## config.mk

```make
export PLATFORM = sky130hd
export DESIGN_NAME = mem_port_arbiter
export DESIGN_NICKNAME = d
export VERILOG_FILES = /design/src/rtl/mem_port_arbiter_pkg.sv /design/src/rtl/mem_arb_prio.sv /design/src/rtl/mem_port_arbiter.sv
export SDC_FILE = /design/constraint.sdc
export NUM_CORES = 1
export LEC_CHECK = 0
export ABC_AREA = 0
export CORE_UTILIZATION = 39
export CTS_CLUSTER_SIZE = 30
export DETAILED_ROUTE_END_ITERATION = 8
export PLACE_DENSITY_LB_ADDON = 0.05
export SYNTH_ARGS = -nofsm -noshare
export SYNTH_HDL_FRONTEND = slang
export SYNTH_SLANG_ARGS = --single-unit
```

## constraint.sdc

```tcl
create_clock -name clk -period 2.56 [get_ports clk]
set_input_delay 0.512 -clock clk [delete_from_list [all_inputs] [get_ports clk]]
set_output_delay 0.512 -clock clk [all_outputs]
set_load 0.01 [all_outputs]
```

## src/rtl/mem_port_arbiter_pkg.sv

```systemverilog
// Shared types and defaults for the memory port arbiter.
//   state_t : arbiter FSM states (idle, request, wait for response, hold response)
//   owner_t : which requester owns the current bus transaction
package mem_port_arbiter_pkg;

    localparam int unsigned AddrWDefault       = 32;
    localparam int unsigned DataWDefault       = 32;
    localparam int unsigned StarveLimitDefault = 4;

    typedef enum logic [1:0] {
        StIdle,
        StReq,
        StWait,
        StHold
    } state_t;

    // Encoding matters: mem_arb_prio reports a data grant as 1'b1.
    typedef enum logic {
        OwnInst = 1'b0,
        OwnData = 1'b1
    } owner_t;

endpackage

```

## src/rtl/mem_arb_prio.sv

```systemverilog
// Priority select for the shared memory port: data beats fetch, except that a
// fetch kept waiting through STARVE_LIMIT consecutive data grants is forced.
// Ports:
//   clk, reset  : clock, synchronous active-high reset
//   inst_en     : fetch request pending
//   data_en     : data request pending
//   grant       : an arbitration is being committed this cycle
//   grant_data  : decision for this cycle, 1 = data wins, 0 = fetch wins
module mem_arb_prio
    import mem_port_arbiter_pkg::*;
#(
    parameter int unsigned STARVE_LIMIT = StarveLimitDefault
) (
    input  logic clk,
    input  logic reset,
    input  logic inst_en,
    input  logic data_en,
    input  logic grant,
    output logic grant_data
);

    localparam int unsigned CntW = (STARVE_LIMIT > 0) ? $clog2(STARVE_LIMIT + 1) : 1;
    localparam logic [CntW-1:0] CntMax = CntW'(STARVE_LIMIT);

    logic [CntW-1:0] starve_cnt_q;
    logic            starved;

    assign starved    = inst_en && (starve_cnt_q == CntMax);
    assign grant_data = data_en && !starved;

    always_ff @(posedge clk) begin
        if (reset) begin
            starve_cnt_q <= '0;
        end else if (!inst_en) begin
            starve_cnt_q <= '0;
        end else if (grant) begin
            if (grant_data) begin
                if (starve_cnt_q != CntMax) begin
                    starve_cnt_q <= starve_cnt_q + CntW'(1);
                end
            end else begin
                starve_cnt_q <= '0;
            end
        end
    end

endmodule

```

## src/rtl/mem_port_arbiter.sv

```systemverilog
// Shares one memory port between instruction fetch (IF) and the data stage
// (MEM). One transaction is outstanding at a time; the response is registered
// and held until the owning stage consumes it, and a pipeline flush drops the
// response without withdrawing an already-issued bus request.
// Ports:
//   clk, reset                       : clock, synchronous active-high reset
//   excp_flush                       : cancel delivery of the outstanding response
//   inst_en/inst_addr                : fetch request (held until inst_fire)
//   inst_rdata/inst_rdata_valid      : fetch response, held until inst_fire
//   data_en/we/addr/wmask/wdata      : data request (held until data_fire)
//   data_rdata/data_rdata_valid      : load response, held until data_fire
//   data_write_finish                : store completion, held until data_fire
//   mem_req/we/addr/wmask/wdata      : downstream request, stable until mem_gnt
//   mem_gnt                          : downstream accepted the request
//   mem_rvalid/mem_rdata, mem_bvalid : downstream read / write completion pulses
module mem_port_arbiter
    import mem_port_arbiter_pkg::*;
#(
    parameter int unsigned ADDR_W       = AddrWDefault,
    parameter int unsigned DATA_W       = DataWDefault,
    parameter int unsigned STARVE_LIMIT = StarveLimitDefault
) (
    input  logic                clk,
    input  logic                reset,
    input  logic                excp_flush,

    input  logic                inst_en,
    input  logic [ADDR_W-1:0]   inst_addr,
    output logic [DATA_W-1:0]   inst_rdata,
    output logic                inst_rdata_valid,
    input  logic                inst_fire,

    input  logic                data_en,
    input  logic                data_we,
    input  logic [ADDR_W-1:0]   data_addr,
    input  logic [DATA_W/8-1:0] data_wmask,
    input  logic [DATA_W-1:0]   data_wdata,
    output logic [DATA_W-1:0]   data_rdata,
    output logic                data_rdata_valid,
    output logic                data_write_finish,
    input  logic                data_fire,

    output logic                mem_req,
    output logic                mem_we,
    output logic [ADDR_W-1:0]   mem_addr,
    output logic [DATA_W/8-1:0] mem_wmask,
    output logic [DATA_W-1:0]   mem_wdata,
    input  logic                mem_gnt,
    input  logic                mem_rvalid,
    input  logic [DATA_W-1:0]   mem_rdata,
    input  logic                mem_bvalid
);

    state_t state_q;
    owner_t owner_q;
    logic   drop_q;

    logic arb_grant;
    logic arb_data;
    logic resp_hit;
    logic resp_done;
    logic owner_fire;

    // Arbitrate only from idle, and never in a flush cycle.
    assign arb_grant = (state_q == StIdle) && (inst_en || data_en) && !excp_flush;

    // A completion of the wrong type for the latched direction is ignored.
    assign resp_hit = mem_we ? mem_bvalid : mem_rvalid;

    // Zero-wait memory: the response may arrive in the same cycle as the grant.
    assign resp_done = resp_hit && (((state_q == StReq) && mem_gnt) || (state_q == StWait));

    assign owner_fire = (owner_q == OwnInst) ? inst_fire : data_fire;

    mem_arb_prio #(
        .STARVE_LIMIT (STARVE_LIMIT)
    ) u_prio (
        .clk        (clk),
        .reset      (reset),
        .inst_en    (inst_en),
        .data_en    (data_en),
        .grant      (arb_grant),
        .grant_data (arb_data)
    );

    always_ff @(posedge clk) begin
        if (reset) begin
            state_q           <= StIdle;
            owner_q           <= OwnInst;
            drop_q            <= 1'b0;
            inst_rdata        <= '0;
            inst_rdata_valid  <= 1'b0;
            data_rdata        <= '0;
            data_rdata_valid  <= 1'b0;
            data_write_finish <= 1'b0;
            mem_req           <= 1'b0;
            mem_we            <= 1'b0;
            mem_addr          <= '0;
            mem_wmask         <= '0;
            mem_wdata         <= '0;
        end else begin
            unique case (state_q)
                StIdle: begin
                    if (arb_grant) begin
                        mem_req <= 1'b1;
                        state_q <= StReq;
                        if (arb_data) begin
                            owner_q   <= OwnData;
                            mem_we    <= data_we;
                            mem_addr  <= data_addr;
                            mem_wmask <= data_wmask;
                            mem_wdata <= data_wdata;
                        end else begin
                            owner_q   <= OwnInst;
                            mem_we    <= 1'b0;
                            mem_addr  <= inst_addr;
                            mem_wmask <= '0;
                            mem_wdata <= '0;
                        end
                    end
                end
                StReq: begin
                    // The request stays up until granted even when flushed.
                    if (excp_flush) begin
                        drop_q <= 1'b1;
                    end
                    if (mem_gnt) begin
                        mem_req <= 1'b0;
                        state_q <= StWait;
                    end
                end
                StWait: begin
                    if (excp_flush) begin
                        drop_q <= 1'b1;
                    end
                end
                StHold: begin
                    if (owner_fire || excp_flush) begin
                        inst_rdata_valid  <= 1'b0;
                        data_rdata_valid  <= 1'b0;
                        data_write_finish <= 1'b0;
                        state_q           <= StIdle;
                    end
                end
                default: state_q <= StIdle;
            endcase

            // Completion overrides the per-state updates above.
            if (resp_done) begin
                if (!mem_we) begin
                    if (owner_q == OwnInst) begin
                        inst_rdata <= mem_rdata;
                    end else begin
                        data_rdata <= mem_rdata;
                    end
                end
                // A flush in the completing cycle counts as a drop too.
                if (drop_q || excp_flush) begin
                    drop_q  <= 1'b0;
                    state_q <= StIdle;
                end else begin
                    state_q <= StHold;
                    if (owner_q == OwnInst) begin
                        inst_rdata_valid <= 1'b1;
                    end else if (mem_we) begin
                        data_write_finish <= 1'b1;
                    end else begin
                        data_rdata_valid <= 1'b1;
                    end
                end
            end
        end
    end

endmodule
```

==> run summary <==
The setup TNS is 0 ns. In this run the critical register-to-register path is captured at mem_addr[20]. Among all stages on the critical path, the largest delay is contributed by dfxtp_1.

The slew at the pin closest to its max-slew limit came out at approximately 0.58 ns. Once the floorplan was initialized, standard cells occupied around 40% of the core. The highest attainable clock frequency came out at around 440 MHz. The number of placed instances with taps included is approximately 1k. The area used by multi-input combinational logic came out at 2180 um2. The synthesized design contains between 100 and 150 register bits.

In this run the standard cell core region covers around 13000 um2. The total via count after detailed routing came out at 5418. For the final database, setup skew stands at 0.00699 ns.

In this run the cell area of the synthesized design comes to 5340 um2. In this run the critical register-to-register path is launched from state_q[1]. The placement-stage cell area is about 8300 um2. The mean post-synth cell area came out at roughly 9.0 um2. Cells with a size suffix above 1 make up just over 6% of the layout. The post-route clock period utilization came out at between 80% and 90%. The signal on the critical path passes through clkdlybuf4s50_1. The capturing element type of the critical path is a primary output. The part of the total power dissipated in sequential elements came out at slightly below 40%. The shortest period the worst path allows is 2.26 ns. The clock root buffer is clkbuf_16.

For this design the total switching power over the nets is roughly 1.8 mW. The combined global-route utilization of all metal layers came out at a little under a quarter. The die outline area is between 10000 and 15000 um2.

Counting instances, the worst hold path has a depth of 2. At the later pin of the worst-skew pair, clock insertion delay measures roughly 0.41 ns. The reported leakage power came out at about 3.1 nW. Summed over all nets, the half-perimeter wirelength after detailed placement is 11.5 mm. The share of synthesized flip-flops with an asynchronous set or reset is 0%.

The sequential standard cell area came out at roughly 2900 um2. The number of diodes added for antenna fixing is 0. The via count of the first global-routing pass is roughly 5.3k. The number of nets handed over by synthesis was ~740. Setup repair after global routing left no endpoint under its margin.

Counting both buffers and inverters, the worst setup path holds a total of 1. The run finished with clean final reports. The worst endpoint data arrival time came out at 1.75 ns.

The distinct cell type count of the synthesized netlist came out at 40. The number of buffers created by CTS is 17. The cts-stage hold buffer count is 0. Global routing finished with a remaining overflow of 0.

The combinational share of power came out at 25.9%. The maximum root-to-sink buffer count came out at 2. Of all nets on the critical path, the largest fanout is 9. The number of I/O port buffers came out at roughly 280.

The start-to-end type of the worst setup path is reg -> out. The internal power of the cells totals roughly 4.8 mW. The initialized floorplan defines between 40 and 50 standard-cell rows. The min-delay analysis places its worst path in the category reg -> reg. The number of H-tree levels came out at 4. The top cell family by delay on the critical path is flip-flops.

The global-route wire length before repair is 26.0 mm. The fraction of power spent switching nets is 27.4%. The number of instances in the synthesized netlist came out at roughly 590. STA classifies the critical path startpoint as a flop. The number of violations of the max-capacitance limit is 0. Post-CTS repair changed the size of 0 cells. In the routed layout, each cell is associated on average with a via count of around 5.2. The filler cell count in the final layout is approximately 1.1k. The buffer count from post-CTS setup fixing came out at 0. The total power divided by cell area came out at 755 nW/um2.

The final weighted congestion of routability-driven global placement is approximately 0.78. The total count of hold-check failures in the final report came out at 0. Relative to the synthesized area, the layout overhead comes to 65.2%. The number of antenna violations at the first check in global routing is 0. Sequential elements use between 50% and 60% of the synthesized area. The number of warnings printed during yosys synthesis came out at 0. The path with the worst hold slack has its endpoint at data_rdata[6]. The worst slew margin relative to its limit is roughly 62%. In this run, the clock network consumes 34.8% of the power. The worst hold path begins at data_rdata[6]. The final core utilization is roughly two thirds.

The count of non-filler cells in the finished layout is 1044. TritonCTS built the clock tree. The net count of the finished layout is roughly 1.0k. The wire length per cell after detailed routing is about 16 um. The number of sinks on the clock net came out at 144. The predominant post-synthesis flop cell is dfxtp_1.

The die boundary height is 119 um. The number of pins exceeding their max-slew limit in the final report came out at 0. The die is 119 um wide. The remaining antenna violation count after routing came out at 0.

The count of endpoints failing setup in the final report came out at 0. The largest net degree at the start of global routing is 72. Clock-pin slew was measured on the worst setup and hold paths at about 0.050 ns. Measured in cells, the most critical reg-to-reg path has a length of 7. The total wire length after detailed routing is 16.4 mm. In this run, synthesis inferred 0 flip-flops with an integrated enable. The maximum vdd ir drop is about 0.45 mV. The number of search-and-repair iterations in the first detailed-routing pass is 6.

The initial detailed-routing violation count came out at approximately 450. For this run, design rule violations remaining after detail routing come to 0. The total I/O pin count is 280. The finished cells cover 8810 um2. In this design, the stage delay of the slowest critical-path cell is 0.68 ns.

The register-to-register path setup slack is about 0.45 ns. For the worst setup path, the data required time is a little over 2 ns.
-- cell usage in the layout, fill, tap and decap left out, types with 3 or more instances in the layout --
| cell | instances |
|---|---|
| clkdlybuf4s50_1 | 278 |
| nor2_1 | 78 |
| buf_12 | 3 |
| clkbuf_16 | 17 |
| nor3_1 | 3 |
| a21oi_1 | 68 |
| a32oi_1 | 3 |
| nand2_1 | 131 |
| clkinv_2 | 4 |
| a22oi_1 | 38 |
| clkbuf_1 | 3 |
| buf_4 | 14 |
| inv_1 | 7 |
| ha_1 | 7 |
| a222oi_1 | 32 |
| dfxtp_1 | 144 |
-- how the worst max path moves through the flow --
stage	endpoint	depth (start not counted)	slack, ns	from
after global placement	u_prio.starve_cnt_q[0]	6	0.34	excp_flush
after CTS	mem_we	1	0.29	mem_we
final	mem_we	1	0.30	mem_we
after global routing	mem_addr[28]	7	0.24	state_q[0]
after detailed placement	data_rdata[13]	7	0.31	mem_gnt
after floorplan	mem_addr[11]	7	0.79	state_q[0]
-- Yosys cell counts, drive strengths merged, types with 2 or more instances --
library cell,number,area (um2)
nor2b,2,12.5
buf,24,164
ha,7,87.6
clkbuf,26,97.6
nor4,3,46.3
o21ai,3,15.0
nand2,131,492
inv,8,30.0
mux2i,2,32.5
o21bai,2,15.0
a22oi,38,285
nand2b,2,12.5
a32oi,3,26.3
dfxtp,144,2880
or4,2,15.0
a222oi,32,320
nor3,3,15.0
nor2,78,293
a21oi,69,349
-- power groups by stage --
| stage | sequential (mW) | clock, mW | combinational [mW] |
|---|---|---|---|
| floorplan | 2.73 | 0 | 0.786 |
| global placement | 2.65 | 0 | 1.69 |
| detailed placement | 2.66 | 0 | 1.72 |
| CTS | 2.61 | 2.38 | 1.73 |
| global route | 2.64 | 2.47 | 1.87 |
| finish | 2.62 | 2.32 | 1.72 |
-- cells by family (layout without fill, tap and decap cells) --
kind of cell,count (synthesis),count (layout),synth area share [%]
muxes,3,3,0.821
AOI/OAI and AO/OA,158,158,21.0
and+or+nand+nor,223,223,16.9
DFF,144,144,54.0
adders and majority gates,7,7,1.64
xor gates and xnor gates,1,1,0.164
buffers and inverters,58,332,5.46
-- registers in the layout (all words and copies together), names as in the netlist, 2 cells and up --
register / flops
data_rdata: 32
inst_rdata: 32
mem_addr: 32
mem_wdata: 32
mem_wmask: 4
state_q: 2
u_prio.starve_cnt_q: 3
-- final cells by class --
cell class	count	share of cell area [%]
well taps	176	2.50
repair buffers	295	33.4
clock buffers	22	5.27
multi-input cells	392	24.8
clock inverters	7	0.994
inverters	8	0.341
flip-flops and latches	144	32.7
-- layer usage --
layer | part of all wire [%] | global-route usage, % | vias up
li1 | - | - | 2614
met1 | 40 | 26.3 | 2529
met2 | 48 | 39.4 | 251
met3 | 9.4 | 7.90 | 24
met4 | 2.2 | 10.1 | 0
met5 | 0 | 0 | -
-- stage by stage --
step,power [mW],hold slack (ns),worst slack [ns]
after floorplan,3.52,0.449,0.786
after global placement,4.34,0.440,0.341
after detailed placement,4.38,0.446,0.311
after CTS,6.73,0.454,0.292
after global routing,6.98,0.469,0.239
final,6.66,0.453,0.302
Power figures use the tool's default switching activity.
